`src/rtl/sprite_plotter.sv`:
```
// sprite_plotter
// Draws an 8x8 sprite from a synchronous sprite ROM into a frame buffer,
// one pixel per clock, clipping pixels that fall off the right/bottom edge.
//
// Ports
//   clk, reset          : clock, asynchronous active-high reset
//   begin_draw          : raw active-low key, asynchronous to clk
//   x_in, y_in          : sprite top-left column / row
//   sprite_id_in        : sprite index 0-7
//   rom_addr / rom_data : {id,row,col} address, colour returned one clk later
//   x_out, y_out, colour: pixel to write, valid while plot is high
//   plot                : frame-buffer write strobe
//   busy                : high from request capture until done
//   done                : one-cycle pulse when the sprite is finished
module sprite_plotter #(
  parameter int SCREEN_W = 160,
  parameter int SCREEN_H = 120
) (
  input  logic       clk,
  input  logic       reset,
  input  logic       begin_draw,
  input  logic [7:0] x_in,
  input  logic [6:0] y_in,
  input  logic [2:0] sprite_id_in,
  output logic [8:0] rom_addr,
  input  logic [2:0] rom_data,
  output logic [7:0] x_out,
  output logic [6:0] y_out,
  output logic [2:0] colour,
  output logic       plot,
  output logic       busy,
  output logic       done
);

  typedef enum logic [1:0] {S_IDLE, S_FETCH, S_DRAW, S_FINISH} state_t;

  localparam logic [8:0] X_LIM = 9'(SCREEN_W);
  localparam logic [7:0] Y_LIM = 8'(SCREEN_H);

  state_t     state_q, state_d;
  logic       sync1_q, sync2_q, sync3_q;
  logic [1:0] settle_q, settle_d;
  logic       armed_q, armed_d;
  logic [7:0] x_q, x_d;
  logic [6:0] y_q, y_d;
  logic [2:0] id_q, id_d;
  logic [5:0] pix_q, pix_d;
  logic [8:0] rom_addr_q, rom_addr_d;

  logic       req;
  logic       drawing;
  logic [8:0] x_sum;
  logic [7:0] y_sum;

  // Two-flop synchronizer plus an edge-detect flop, all reset to "released".
  always_ff @(posedge clk or posedge reset) begin
    if (reset) begin
      sync1_q <= 1'b1;
      sync2_q <= 1'b1;
      sync3_q <= 1'b1;
    end else begin
      sync1_q <= begin_draw;
      sync2_q <= sync1_q;
      sync3_q <= sync2_q;
    end
  end

  // The reset value of the chain is not a real observation of the key, so a
  // key held low through reset release would look like a press. Requests are
  // only armed once the chain has flushed and the key is seen released.
  always_comb begin
    settle_d = (settle_q == 2'd3) ? settle_q : settle_q + 2'd1;
    armed_d  = armed_q | (settle_q[1] & sync2_q);
  end

  assign req = armed_q & sync3_q & ~sync2_q;

  always_comb begin
    state_d    = state_q;
    x_d        = x_q;
    y_d        = y_q;
    id_d       = id_q;
    pix_d      = pix_q;
    rom_addr_d = rom_addr_q;
    case (state_q)
      S_IDLE: begin
        if (req) begin
          x_d        = x_in;
          y_d        = y_in;
          id_d       = sprite_id_in;
          rom_addr_d = {sprite_id_in, 6'd0};
          state_d    = S_FETCH;
        end
      end
      S_FETCH: begin
        // Pixel 0 is in flight in the ROM; issue pixel 1 ahead of DRAW.
        rom_addr_d = {id_q, 6'd1};
        pix_d      = 6'd0;
        state_d    = S_DRAW;
      end
      S_DRAW: begin
        // The address always runs one pixel ahead of the plotted pixel.
        pix_d = pix_q + 6'd1;
        if (pix_q < 6'd62) rom_addr_d = {id_q, pix_q + 6'd2};
        if (pix_q == 6'd63) state_d = S_FINISH;
      end
      S_FINISH: state_d = S_IDLE;
      default:  state_d = S_IDLE;
    endcase
  end

  always_ff @(posedge clk or posedge reset) begin
    if (reset) begin
      state_q    <= S_IDLE;
      settle_q   <= 2'd0;
      armed_q    <= 1'b0;
      x_q        <= '0;
      y_q        <= '0;
      id_q       <= '0;
      pix_q      <= '0;
      rom_addr_q <= '0;
    end else begin
      state_q    <= state_d;
      settle_q   <= settle_d;
      armed_q    <= armed_d;
      x_q        <= x_d;
      y_q        <= y_d;
      id_q       <= id_d;
      pix_q      <= pix_d;
      rom_addr_q <= rom_addr_d;
    end
  end

  // Sums are one bit wider so off-screen pixels are clipped, not wrapped.
  assign x_sum   = {1'b0, x_q} + {6'd0, pix_q[2:0]};
  assign y_sum   = {1'b0, y_q} + {5'd0, pix_q[5:3]};
  assign drawing = (state_q == S_DRAW);

  assign plot     = drawing && (x_sum < X_LIM) && (y_sum < Y_LIM);
  assign x_out    = drawing ? x_sum[7:0] : 8'd0;
  assign y_out    = drawing ? y_sum[6:0] : 7'd0;
  assign colour   = drawing ? rom_data : 3'd0;
  assign busy     = (state_q == S_FETCH) || (state_q == S_DRAW);
  assign done     = (state_q == S_FINISH);
  assign rom_addr = rom_addr_q;

endmodule
```
`config.mk`:
```
export PLATFORM = sky130hd
export DESIGN_NAME = sprite_plotter
export DESIGN_NICKNAME = d
export VERILOG_FILES = /design/src/rtl/sprite_plotter.sv
export SDC_FILE = /design/constraint.sdc
export NUM_CORES = 1
export LEC_CHECK = 0
export CORE_AREA = 5 5 71 99
export CTS_CLUSTER_DIAMETER = 200
export DETAILED_ROUTE_END_ITERATION = 12
export DIE_AREA = 0 0 76 104
export PLACE_DENSITY = 0.67
export SYNTH_ARGS = -nofsm -noshare
export SYNTH_HDL_FRONTEND = slang
export SYNTH_SLANG_ARGS = --single-unit
```
`constraint.sdc`:
```
create_clock -name clk -period 2.1 [get_ports clk]
set_input_delay 0.525 -clock clk [delete_from_list [all_inputs] [get_ports clk]]
set_output_delay 0.525 -clock clk [all_outputs]
set_load 0.02 [all_outputs]
```
After elaboration in Yosys (flattened, before gate mapping)
Cells that the tools add are included.
{"block": "totals", "reg_bits": 41, "inputBits": 24, "out_inout_bits": 30}
{"block": "op_classes", "addsub": 5, "order_cmp": 3, "n_eq_ne": 8, "mux": 10, "bitwise": 5, "reduce_logical": 9}
{"cell": "9-bit case mux with 3 select lines", "n": 1}
{"cell": "9-bit two-way mux", "n": 2}
{"cell": "6-bit case mux with 2 select lines", "n": 1}
{"cell": "8-bit by 3-bit adder with 9-bit output", "n": 1}
{"cell": "9-bit by 8-bit less-than comparator with 1-bit output (second input constant)", "n": 1}
{"cell": "7-bit by 3-bit adder with 8-bit output", "n": 1}
{"cell": "8-bit by 7-bit less-than comparator with 1-bit output (second input constant)", "n": 1}
{"cell": "8-bit two-way mux", "n": 1}
{"cell": "2-bit case mux with 4 select lines", "n": 1}
{"cell": "7-bit two-way mux", "n": 1}
{"cell": "6-bit by 1-bit adder with 6-bit output (second input constant)", "n": 1}
{"cell": "6-bit by 2-bit adder with 6-bit output (second input constant)", "n": 1}
{"cell": "2-bit == test (second input constant)", "n": 3}
{"cell": "6-bit == test (second input constant)", "n": 1}
{"cell": "6-bit less-than comparator (second input constant)", "n": 1}
{"cell": "2-bit two-way mux", "n": 2}
{"cell": "2-bit by 1-bit inequality test with 1-bit output (second input constant)", "n": 2}
{"cell": "2-bit AND reduction", "n": 2}
{"cell": "1-bit bitwise AND", "n": 3}
{"cell": "3-bit two-way mux", "n": 1}
{"cell": "3-bit AND reduction", "n": 1}
{"cell": "3-bit nonzero test", "n": 1}
{"cell": "2-bit by 1-bit adder with 2-bit output (second input constant)", "n": 1}
{"cell": "2-bit by 1-bit == test with 1-bit output (second input constant)", "n": 1}
{"cell": "other kinds (7)", "n": 8}

Longest topological paths before layout
Gate-level depths: netlist of the first run.
{"block": "depth", "ltp_word": 4, "mapped_depth": 8, "mapped_depth_nobuf": 6}

Least setup slack after synthesis of the first run
No wires, ideal clock.
{"block": "synth_timing", "path_kind": "flip-flop to output port", "start": "register pix_q[0]", "end": "output port plot", "t_arrival_ns": 2.034, "slack_ns": -0.459, "path_stages_with_launch": 7, "n_path_buf": 0, "cell_sequence": "dfrtp_1 -> ha_1 -> fa_1 -> a21oi_2 -> or4b_1 -> o2111ai_1 -> a211oi_1"}
{"block": "synth_between", "elab_chain_len": 4}
{"element": "start, declared", "line_no": "47", "source": "logic [5:0] pix_q, pix_d;"}
{"element": "start signal, assigned", "line_no": "129", "source": "pix_q <= pix_d;"}
{"element": "8-bit by 3-bit adder with 9-bit output", "line_no": "135", "source": "assign x_sum = {1'b0, x_q} + {6'd0, pix_q[2:0]};"}
{"element": "9-bit by 8-bit less-than comparator with 1-bit output", "line_no": "139", "source": "assign plot = drawing && (x_sum < X_LIM) && (y_sum < Y_LIM);"}
{"element": "1-bit logical AND (2 in a row)", "line_no": "139"}
{"element": "end, declared", "line_no": "30", "source": "output logic plot,"}
No other way between the ends.

Final worst setup path of the first run
{"block": "layout_timing", "start": "register y_q[0]", "end": "output port plot"}
{"block": "layout_between", "elab_chain_len": 3}
{"element": "start, declared", "line_no": "45", "source": "logic [6:0] y_q, y_d;"}
{"element": "start signal, assigned", "line_no": "127", "source": "y_q <= y_d;"}
{"element": "7-bit by 3-bit adder with 8-bit output", "line_no": "136", "source": "assign y_sum = {1'b0, y_q} + {5'd0, pix_q[5:3]};"}
{"element": "8-bit by 7-bit less-than comparator with 1-bit output", "line_no": "139"}
{"element": "1-bit logical AND", "line_no": "139"}
No other way between the ends.

==> results of run 1 <==
## stage by stage
step | util, % | hold WS, ps | setup WS (ps) | setup TNS [ps]
2_1_floorplan | - | 345.2 | -174.7 | -185.8
3_3_place_gp | 52.41 | 346.9 | -587.4 | -6179
3_5_place_dp | 52.41 | 347.8 | -622.8 | -6519
4_1_cts | 56.33 | 362.6 | -507.9 | -4369
5_1_grt | 58.12 | 364.7 | -589.0 | -5479
6_report | 58.12 | 360.8 | -493.5 | -4282
## layer usage
layer  share of wire (%)  routed length, um  up-vias
li1                    -                  -      951
met1                  36               2069      942
met2                  58               3337       33
met3                 3.8                217       10
met4                 2.2                129        0
met5                   0                  0        -
## area by class of cell
class | count | area, um^2 | area share [%]
Clock buffer | 6 | 72.57 | 2.052
Sequential cell | 41 | 1032 | 29.19
Timing Repair Buffer | 95 | 880.8 | 24.91
Tap cell | 72 | 90.09 | 2.548
Multi-Input combinational cell | 159 | 1420 | 40.16
Clock inverter | 2 | 10.01 | 0.2831
Inverter | 8 | 30.03 | 0.8493
## placed cells by master (no fill, tap or decap), drive strengths merged, types with 3 or more instances in the layout
cell | synthesis | routed
xnor2 | 7 | 7
nor2 | 17 | 17
a22oi | 3 | 3
nor3 | 3 | 3
nand3 | 4 | 4
clkbuf | 2 | 6
clkdlybuf4s50 | 0 | 32
inv | 8 | 8
nand2 | 21 | 21
ha | 14 | 14
nand4 | 8 | 8
o2bb2ai | 3 | 3
a21oi | 8 | 8
mux2 | 20 | 20
mux2i | 4 | 4
dfstp | 3 | 3
and2 | 9 | 9
o31ai | 6 | 6
dfrtp | 38 | 38
xor2 | 8 | 8
clkdlybuf4s15 | 0 | 6
a21o | 4 | 4
o21ai | 4 | 4
buf | 6 | 56
## state kept, by name, indices dropped and copies added, names as in the netlist
name      count
x_q           8
sync1_q       1
settle_q      2
pix_q         6
sync3_q       1
armed_q       1
id_q          3
rom_addr      9
sync2_q       1
y_q           7
state_q       2
## cell usage after synthesis (2+ instances only)
master and number:
dfrtp_1 38, mux2_2 20, nand2_1 20, nor2_1 17
ha_1 14, and2_1 9, inv_1 8, nand4_1 8
xor2_1 8, a21oi_1 7, xnor2_1 7, o31ai_1 6
mux2i_1 4, nand3_1 4, o21ai_0 4, a21o_1 3
a22oi_1 3, dfstp_2 3, nor3_1 3, o2bb2ai_1 3
a211oi_1 2, a22o_1 2, buf_4 2, buf_6 2
clkbuf_1 2, fa_1 2
## critical path, delay by kind of cell (launching register included)
kind | cells | cell delay [ps]
AOI/OAI and AO/OA | 2 | 400
buffers and inverters | 1 | 170
muxes | 1 | 110
and+or+nand+nor | 1 | 150
adders and majority gates | 2 | 550
DFF | 1 | 390
## worst paths after layout
kind / start / end / slack [ps] / cells past startpoint
min: sync1_q$_DFF_PP1_ / sync2_q$_DFF_PP1_ / 360 / 0
max reg2reg: state_q[1]$_DFFE_PP0P_ / rom_addr[7]$_DFFE_PP0P_ / 230 / 8
min reg2reg: sync1_q$_DFF_PP1_ / sync2_q$_DFF_PP1_ / 360 / 0
max in group asynchronous: reset / sync1_q$_DFF_PP1_ / 1250 / 3
max: y_q[0]$_DFFE_PP0P_ / plot / -490 / 7
min in group asynchronous: reset / rom_addr[8]$_DFFE_PP0P_ / 570 / 3
## kinds of logic after synthesis
logic type | count (synthesis) | synth area share, %
buf+inv | 16 | 3.604
compound gates | 37 | 11.73
mux | 24 | 11.40
flops | 41 | 44.27
simple gates | 67 | 14.09
fa+ha+maj | 16 | 9.252
xor+xnor | 15 | 5.648
## power by group through the flow
stage	clock, mW	sequential, mW	combinational [mW]
3_3_place_gp	0	1.29	2.62
5_1_grt	0.548	1.35	3.20
2_1_floorplan	0	1.35	1.45
4_1_cts	0.514	1.30	2.80
6_report	0.494	1.31	2.93
3_5_place_dp	0	1.29	2.66
## repair_timing
action	4_1_cts	5_1_grt
pin swaps	22	16
buffers inserted	5	3
resized for setup	119	19
endpoints found under the setup margin	20	20
==> metrics, run 1 <==
port bufs 53; critical path fanouts, max 2; post-DR wirelength/cell 15.02 um; Final Hold Fails 0; CP required 1570 ps; vias post-DR 1936; Max stage delay cell, worst path dfrtp_1; worst setup margin -493.5 ps; worst path cell trace ha_2 > fa_2 > a21o_1 > nand4_1 > mux2i_1 > a211oi_2 > buf_4; final setup fails 14; Post-Place Cell Area 3188 um^2; crit path DAT 2070 ps; #FFs+latches synth 41; Yosys cell types 41; Tot Pwr 4.739 mW; prevailing post-synth register cell dfrtp_1; Slew Viols, Final 0; NetSw 1.957 mW; GR Util met3 3.033%; sequential share of power 27.7%; CP Capture Type output port; Fill cells 526; Rel. slew slack 68.20%; Combinational Power Share 61.9%; Reg clk slew, reported paths 80 ps; area leader, netlist dfrtp_1; Post-Synthesis Cell Area 2326 um^2; Layout Cells excl Fill 383; warnings from Yosys 0; internal power 2.782 mW; grt ovf 0; GR met1 Demand/Resource 14.21%; slew of the pin with the lowest slew margin 475.3 ps; IO Count 54; Synth-to-Final Area Change 52.02%; Detail Route Antenna Nets 0; Die Span X 76 um; net count after synthesis 256; clk sinks 41; CTS tree yes; RePlAce Congestion 0.8423; crit start category flop; largest net degree at the start of global routing 42; syn avg cell area 10.77 um^2; grt met2 use 26.78%; status finished, violations left; DRC viols 0; Clk pwr share 10.4%; min Tclk post-route 2594 ps; period utilization 123.5%; Async SR Flop Fraction 100.0%; Synth area leaders dfrtp_1 41%, mux2_2 9.7%, ha_1 7.5%, dfstp_2 3.4%, nand2_1 3.2%; violated checks setup timing; diodes inserted 0; highest clock rate 385.6 MHz; Hold Crit Class flop to flop; cts hold-fix bufs 0; global route hottest layer met2; number of global-route vias before repair 2017; number of synthesized flops with an enable pin 0; initial antenna violation count 0; post-DR vias/cell 5.055; Static Leak 1.522 nW; WS Path Type flop to output port; Routed WL 5.754 mm; worst vdd ir 760.6 uV; Max-Cap Viols 0; final instance area 3536 um^2; first-pass GRT wire length 9.190 mm; unrepaired setup endpoints after global routing yes; Initial DRC Count 43; H-tree lvl count 2; register area share after synthesis 44.27%; synthesized instance count 216; DP HPWL 4.172 mm; placed cells 368; Initial Util 38.24%; fin nets 350; clock tree buffer depth 2; area share of the largest cell type after synthesis 40.88%; pwr dens 1340 nW/um^2; CTS buffer count 5; core area 6083 um^2; Net Sw Frac 41.30%; Root Driver clkbuf_8; Row Count 34; crit-path max cell delay 390 ps; Die Span Y 104 um; Max Clock Skew 10.52 ps; DR pass1 iterations 4; share of post-route cells with drive strength above 1 42.44%; total global-route track usage 14.01%; Worst-Skew Late Latency 300 ps; die area 7904 um^2
No activity file was read; power rests on OpenSTA's default activity.
==> run 2: changes to the inputs <==
--- a/config.mk
+++ b/config.mk
@@ -5,11 +5,12 @@
 export SDC_FILE = /design/constraint.sdc
 export NUM_CORES = 1
 export LEC_CHECK = 0
-export CORE_AREA = 5 5 71 99
+export CORE_AREA = 5 5 83 85
 export CTS_CLUSTER_DIAMETER = 200
 export DETAILED_ROUTE_END_ITERATION = 12
-export DIE_AREA = 0 0 76 104
+export DIE_AREA = 0 0 88 90
 export PLACE_DENSITY = 0.67
+export RECOVER_POWER = 100
 export SYNTH_ARGS = -nofsm -noshare
 export SYNTH_HDL_FRONTEND = slang
 export SYNTH_SLANG_ARGS = --single-unit
==> run 2 against run 1 <==
The run still ends with setup timing left. Count of clock-buffer cells in the layout rose by 1. Clock power rose by 34%. Power rose by 1.2%. Via count fell by 1.4%. Design area fell by 0.25%. Hold slack improved by 1.2 ps. Largest cell class unchanged. Highest routed layer unchanged.
==> metrics, run 2 (same netlist as run 1, synthesis figures left out) <==
Root Driver clkbuf_8 (unchanged); Static Leak 1.535 nW (was 1.522 nW); die area 7920 um^2 (was 7904 um^2); internal power 2.835 mW (was 2.782 mW); DP Worst Slack -623.2 ps (was -622.8 ps); pwr dens 1359 nW/um^2 (was 1340 nW/um^2); reg2reg start state_q[0]$_DFFE_PP0P_ (was state_q[1]$_DFFE_PP0P_); fin nets 350 (unchanged); crit path DAT 2070 ps (about the same); CTS tree yes (unchanged); most frequent cells in the layout 37 x dfrtp_1, 36 x buf_4, 21 x clkdlybuf4s50_1 (was 42 x buf_4, 36 x dfrtp_1, 32 x clkdlybuf4s50_1); Detail Route Antenna Nets 0 (unchanged); Tot Pwr 4.794 mW (was 4.739 mW); Post-Place Cell Area 3209 um^2 (was 3188 um^2); critical path fanouts, max 2 (unchanged); first-pass GRT wire length 8.866 mm (was 9.190 mm); IO Count 54 (unchanged); initial antenna violation count 0 (unchanged); Max stage delay cell, worst path dfrtp_1 (unchanged); Worst-Skew Late Latency 300 ps (about the same); status finished, violations left (unchanged); NetSw 1.959 mW (was 1.957 mW); vias post-DR 1909 (was 1936); crit path from pix_q[0]$_DFFE_PP0N_ (was y_q[0]$_DFFE_PP0P_); DRC viols 0 (unchanged); period utilization 123.7% (was 123.5%); DP HPWL 3.733 mm (was 4.172 mm); crit-path max cell delay 400 ps (was 390 ps); Die Span Y 90 um (was 104 um); post-DR vias/cell 4.920 (was 5.055); Net Sw Frac 40.86% (was 41.30%); Initial Util 37.93% (was 38.24%); CP delay by family, top adder cells (unchanged); Synth-to-Final Area Change 51.64% (was 52.02%); Initial DRC Count 90 (was 43); number of global-route vias before repair 1954 (was 2017); worst vdd ir 736.1 uV (was 760.6 uV); slew of the pin with the lowest slew margin 1020 ps (was 475.3 ps); post-DR wirelength/cell 13.72 um (was 15.02 um); Slew Viols, Final 0 (unchanged); H-tree lvl count 2 (unchanged); port bufs 53 (unchanged); max reg flops 9 (unchanged); final setup fails 14 (unchanged); final core area utilization 57.52% (was 58.12%); grt ovf 0 (unchanged); unrepaired setup endpoints after global routing yes (unchanged); CTS buffer count 5 (unchanged); diodes inserted 0 (unchanged); most common cell after layout, fill and taps aside dfrtp_1 (was buf_4); RePlAce Congestion 0.7820 (was 0.8423); Routed WL 5.322 mm (was 5.754 mm); DR pass1 iterations 6 (was 4); clk sinks 41 (unchanged); final instance area 3527 um^2 (was 3536 um^2); total global-route track usage 14.04% (was 14.01%); WP buf/inv 2 (was 1); WS Path Type flop to output port (unchanged); Hold Crit Class flop to flop (unchanged); crit start category flop (unchanged); sequential share of power 27.3% (was 27.7%); core area 6132 um^2 (was 6083 um^2); Clk pwr share 13.8% (was 10.4%); Max-Cap Viols 0 (unchanged); Reg clk slew, reported paths 80 ps (about the same); violated checks setup timing (unchanged); min Tclk post-route 2597 ps (was 2594 ps); worst path cell trace ha_2 > fa_2 > buf_6 > a21oi_4 > o31a_2 > mux2i_1 > a211oi_2 > buf_4 (was ha_2 > fa_2 > a21o_1 > nand4_1 > mux2i_1 > a211oi_2 > buf_4); cts hold-fix bufs 0 (unchanged); Die Span X 88 um (was 76 um); Combinational Power Share 58.9% (was 61.9%); hold path start sync1_q$_DFF_PP1_ (unchanged); CP Capture Type output port (unchanged); highest clock rate 385.0 MHz (was 385.6 MHz); Row Count 29 (was 34); share of post-route cells with drive strength above 1 39.55% (was 42.44%); clock tree buffer depth 2 (unchanged); Max Clock Skew 7.323 ps (was 10.52 ps); worst setup margin -497.2 ps (was -493.5 ps); CP required 1570 ps (about the same); Rel. slew slack 32.00% (was 68.20%); Final Hold Fails 0 (unchanged); largest net degree at the start of global routing 42 (unchanged)
==> run 2: changes by cell type in the layout (fill, tap and decap cells not counted), sizes merged <==
cell           delta
bufinv            +1
clkbuf           +12
clkdlybuf4s15     -5
clkdlybuf4s50    -11
dlygate4sd2       +1
clkinv            -2
dlymetal6s2s      -1
dlygate4sd3      +11
buf               -6
==> run 2: power groups by stage <==
stage / Clock [mW] / Combinational (mW) / Sequential [mW]
after global routing: 0.724 / 3.07 / 1.36
after floorplan: 0 / 1.45 / 1.35
after detailed placement: 0 / 2.61 / 1.29
after global placement: 0 / 2.59 / 1.28
after CTS: 0.679 / 2.78 / 1.29
final: 0.662 / 2.82 / 1.31
==> run 2: worst register-to-register path: cells and delay by family (launching register included) <==
| kind | cells | cell delay [ps] |
|---|---|---|
| AND/OR/NAND/NOR | 1 | 120 |
| adder cells (fa/ha/maj) | 1 | 180 |
| buffers and inverters | 4 | 910 |
| AO/OA/AOI/OAI | 2 | 280 |
| flip-flops | 1 | 380 |
==> run 2: final timing paths <==
check | endpoint | slack (ps) | cells past startpoint
max in group asynchronous | pix_q[1]$_DFFE_PP0N_ | 430 | 3
min reg2reg | sync2_q$_DFF_PP1_ | 360 | 0
min in group asynchronous | id_q[0]$_DFFE_PP0P_ | 980 | 3
max reg2reg | rom_addr[6]$_DFFE_PP0P_ | 130 | 8
max | plot | -500 | 8
min | sync2_q$_DFF_PP1_ | 360 | 0
==> run 2: final cells by class <==
cell class	instances	area (um^2)
clock buffer	7	86.33
inverter	8	30.03
multi-input combinational	159	1436
tap	77	96.34
timing repair buffer	95	817.0
sequential	41	1031
fill	541	2605
clock inverter	1	30.03
==> run 2: metrics by stage <==
stage               instances  hold WS [ps]  TNS [ps]
floorplan                 216         345.2    -185.8
finish                    388         362.0     -4176
global placement          375         346.7     -6486
detailed placement        375         346.8     -6719
CTS                       384         358.2     -4072
global route              388         372.8     -5523
==> run 2: repair_timing <==
| action | in CTS | in global routing |
|---|---|---|
| pin swaps | 20 | 12 |
| resized for setup | 117 | 23 |
| endpoints found under the setup margin | 21 | 20 |
| setup buffers | 1 | 6 |
==> run 2: layer usage <==
layer  share of wire, %  wire [um]  GRT usage (%)
met5                  0          0              0
met4                1.7         89          4.604
met3                4.8        256          3.291
met2                 50       2635          23.43
met1                 44       2341          17.61
==> run 3: changes to the inputs <==
--- a/config.mk
+++ b/config.mk
@@ -5,11 +5,13 @@
 export SDC_FILE = /design/constraint.sdc
 export NUM_CORES = 1
 export LEC_CHECK = 0
-export CORE_AREA = 5 5 83 85
+export CELL_PAD_IN_SITES_DETAIL_PLACEMENT = 2
+export CELL_PAD_IN_SITES_GLOBAL_PLACEMENT = 2
+export CORE_AREA = 5 5 98 100
 export CTS_CLUSTER_DIAMETER = 200
 export DETAILED_ROUTE_END_ITERATION = 12
-export DIE_AREA = 0 0 88 90
-export PLACE_DENSITY = 0.67
+export DIE_AREA = 0 0 103 105
+export PLACE_DENSITY_LB_ADDON = 0.1
 export RECOVER_POWER = 100
 export SYNTH_ARGS = -nofsm -noshare
 export SYNTH_HDL_FRONTEND = slang
==> run 3 against run 2 <==
The run still ends with setup timing left. Highest routed layer unchanged. Sequential share of layout area fell by 0.30 points. Combinational power rose by 6%. Global-route usage fell by 0.85 points. Register-to-register slack got worse by 50 ps. Sequential power barely moved.
==> metrics, run 3 (same netlist as run 1, synthesis figures left out) <==
global route hottest layer met2 (unchanged); period utilization 123.9% (was 123.7%); status finished, violations left (unchanged); Routed WL 6.771 mm (was 5.322 mm); final core area utilization 41.47% (was 57.52%); GR Util met3 2.065% (was 3.291%); DRC viols 0 (unchanged); H-tree lvl count 2 (unchanged); critical path fanouts, max 3 (was 2); most frequent cells in the layout 40 x buf_4, 37 x dfrtp_1, 21 x clkdlybuf4s50_1 (was 37 x dfrtp_1, 36 x buf_4, 21 x clkdlybuf4s50_1); Clk pwr share 11.9% (was 13.8%); crit path DAT 2080 ps (was 2070 ps); cts hold-fix bufs 0 (unchanged); crit start category flop (unchanged); worst path cell trace ha_2 > fa_2 > buf_6 > a21o_4 > nand4_1 > xor2_1 > nor2_2 > buf_6 (was ha_2 > fa_2 > buf_6 > a21oi_4 > o31a_2 > mux2i_1 > a211oi_2 > buf_4); crit-path max cell delay 420 ps (was 400 ps); diodes inserted 0 (unchanged); Die Span X 103 um (was 88 um); GR met1 Demand/Resource 18.08% (was 17.61%); port bufs 53 (unchanged); Max Clock Skew 7.223 ps (was 7.323 ps); Root Driver clkbuf_8 (unchanged); clock tree buffer depth 2 (unchanged); number of global-route vias before repair 2234 (was 1954); Initial DRC Count 25 (was 90); Detail Route Antenna Nets 0 (unchanged); Crit path top cell by count buf_6; Reg clk slew, reported paths 80 ps (about the same); Static Leak 1.544 nW (was 1.535 nW); violated checks setup timing (unchanged); post-DR vias/cell 4.654 (was 4.920); final setup fails 14 (unchanged); total global-route track usage 13.19% (was 14.04%); Initial Util 27.07% (was 37.93%); RePlAce Congestion 0.7781 (was 0.7820); vias post-DR 1964 (was 1909); Net Sw Frac 41.96% (was 40.86%); unrepaired setup endpoints after global routing yes (unchanged); worst vdd ir 426.4 uV (was 736.1 uV); Die Span Y 105 um (was 90 um); worst setup margin -501.6 ps (was -497.2 ps); Rel. slew slack 29.17% (was 32.00%); sequential share of power 27.0% (was 27.3%); Max-Cap Viols 0 (unchanged); Synth-to-Final Area Change 53.20% (was 51.64%); WS Path Type flop to output port (unchanged); CTS buffer count 5 (unchanged); slew of the pin with the lowest slew margin 1062 ps (was 1020 ps); fin nets 353 (was 350); Slew Viols, Final 0 (unchanged); share of post-route cells with drive strength above 1 41.40% (was 39.55%); Hold Crit Class flop to flop (unchanged); R2R Setup Slk 80 ps (was 130 ps); Max stage delay cell, worst path fa_2 (was dfrtp_1); CP required 1570 ps (about the same); NetSw 2.054 mW (was 1.959 mW); DP Worst Slack -650.8 ps (was -623.2 ps); max reg flops 9 (unchanged); DR pass1 iterations 4 (was 6); Row Count 34 (was 29); initial antenna violation count 0 (unchanged); min Tclk post-route 2602 ps (was 2597 ps); DP HPWL 5.008 mm (was 3.733 mm); post-DR wirelength/cell 16.05 um (was 13.72 um); CP Capture Type output port (unchanged); IO Count 54 (unchanged); Worst-Skew Late Latency 290 ps (was 300 ps); CTS tree yes (unchanged); most common cell after layout, fill and taps aside buf_4 (was dfrtp_1); highest clock rate 384.4 MHz (was 385.0 MHz); WP buf/inv 2 (unchanged); internal power 2.841 mW (was 2.835 mW); Final Hold Fails 0 (unchanged); first-pass GRT wire length 11.41 mm (was 8.866 mm); Combinational Power Share 61.1% (was 58.9%); largest net degree at the start of global routing 42 (unchanged); grt met2 use 21.54% (was 23.43%); CP delay by family, top adder cells (unchanged); grt ovf 0 (unchanged); die area 10820 um^2 (was 7920 um^2); core area 8593 um^2 (was 6132 um^2); pwr dens 1374 nW/um^2 (was 1359 nW/um^2); clk sinks 41 (unchanged)
run 3: changes by cell type in the layout (fill, tap and decap cells not counted), sizes merged:
cell	delta
buf	+4
clkinv	+1
clkdlybuf4s15	+3
clkbuf	-4
bufinv	-1
run 3: per-layer routing:
layer	up-vias	wire [um]
met2	35	3360
met3	4	250
met1	971	3104
li1	954	-
met4	0	55
met5	-	0
run 3: layout make-up:
class | instances | area [um^2]
Multi-Input combinational cell | 159 | 1389
Sequential cell | 41 | 1031
Fill cell | 932 | 5030
Timing Repair Buffer | 98 | 877.1
Clock buffer | 7 | 96.34
Clock inverter | 1 | 5.005
Tap cell | 108 | 135.1
Inverter | 8 | 30.03
run 3: per-stage QoR:
stage	setup TNS (ps)	area [um^2]	std cells	total power [mW]	hold WS [ps]
2_1_floorplan	-185.8	2346	216	2.796	345.2
3_3_place_gp	-6483	3276	408	4.073	346.7
3_5_place_dp	-7020	3276	408	4.141	349.2
4_1_cts	-4319	3561	419	5.014	361.8
5_1_grt	-5643	3563	422	5.300	363.4
6_report	-3858	3563	422	4.895	361.9
run 3: power groups by stage:
stage	logic [mW]	clock network, mW	registers, mW
2_1_floorplan	1.45	0	1.35
3_3_place_gp	2.78	0	1.29
3_5_place_dp	2.83	0	1.31
4_1_cts	3.08	0.616	1.32
5_1_grt	3.30	0.643	1.36
6_report	2.99	0.584	1.32
run 3: final timing paths:
check                      cells after the start                   start              endpoint
setup / recovery                               8      x_q[0]$_DFFE_PP0P_              x_out[6]
hold / removal                                 0       sync1_q$_DFF_PP1_     sync2_q$_DFF_PP1_
setup reg to reg                               9  state_q[1]$_DFFE_PP0P_  pix_q[3]$_DFFE_PP0N_
hold reg to reg                                0       sync1_q$_DFF_PP1_     sync2_q$_DFF_PP1_
max in group asynchronous                      3                   reset    x_q[1]$_DFFE_PP0P_
min in group asynchronous                      3                   reset  pix_q[1]$_DFFE_PP0N_
run 3: timing repair:
item                                    in CTS  in global routing
gates resized for setup                    123                 12
pin swaps                                   28                 14
setup buffers                                5                  5
endpoints found under the setup margin      21                 20
endpoints found under the hold margin        0                  0
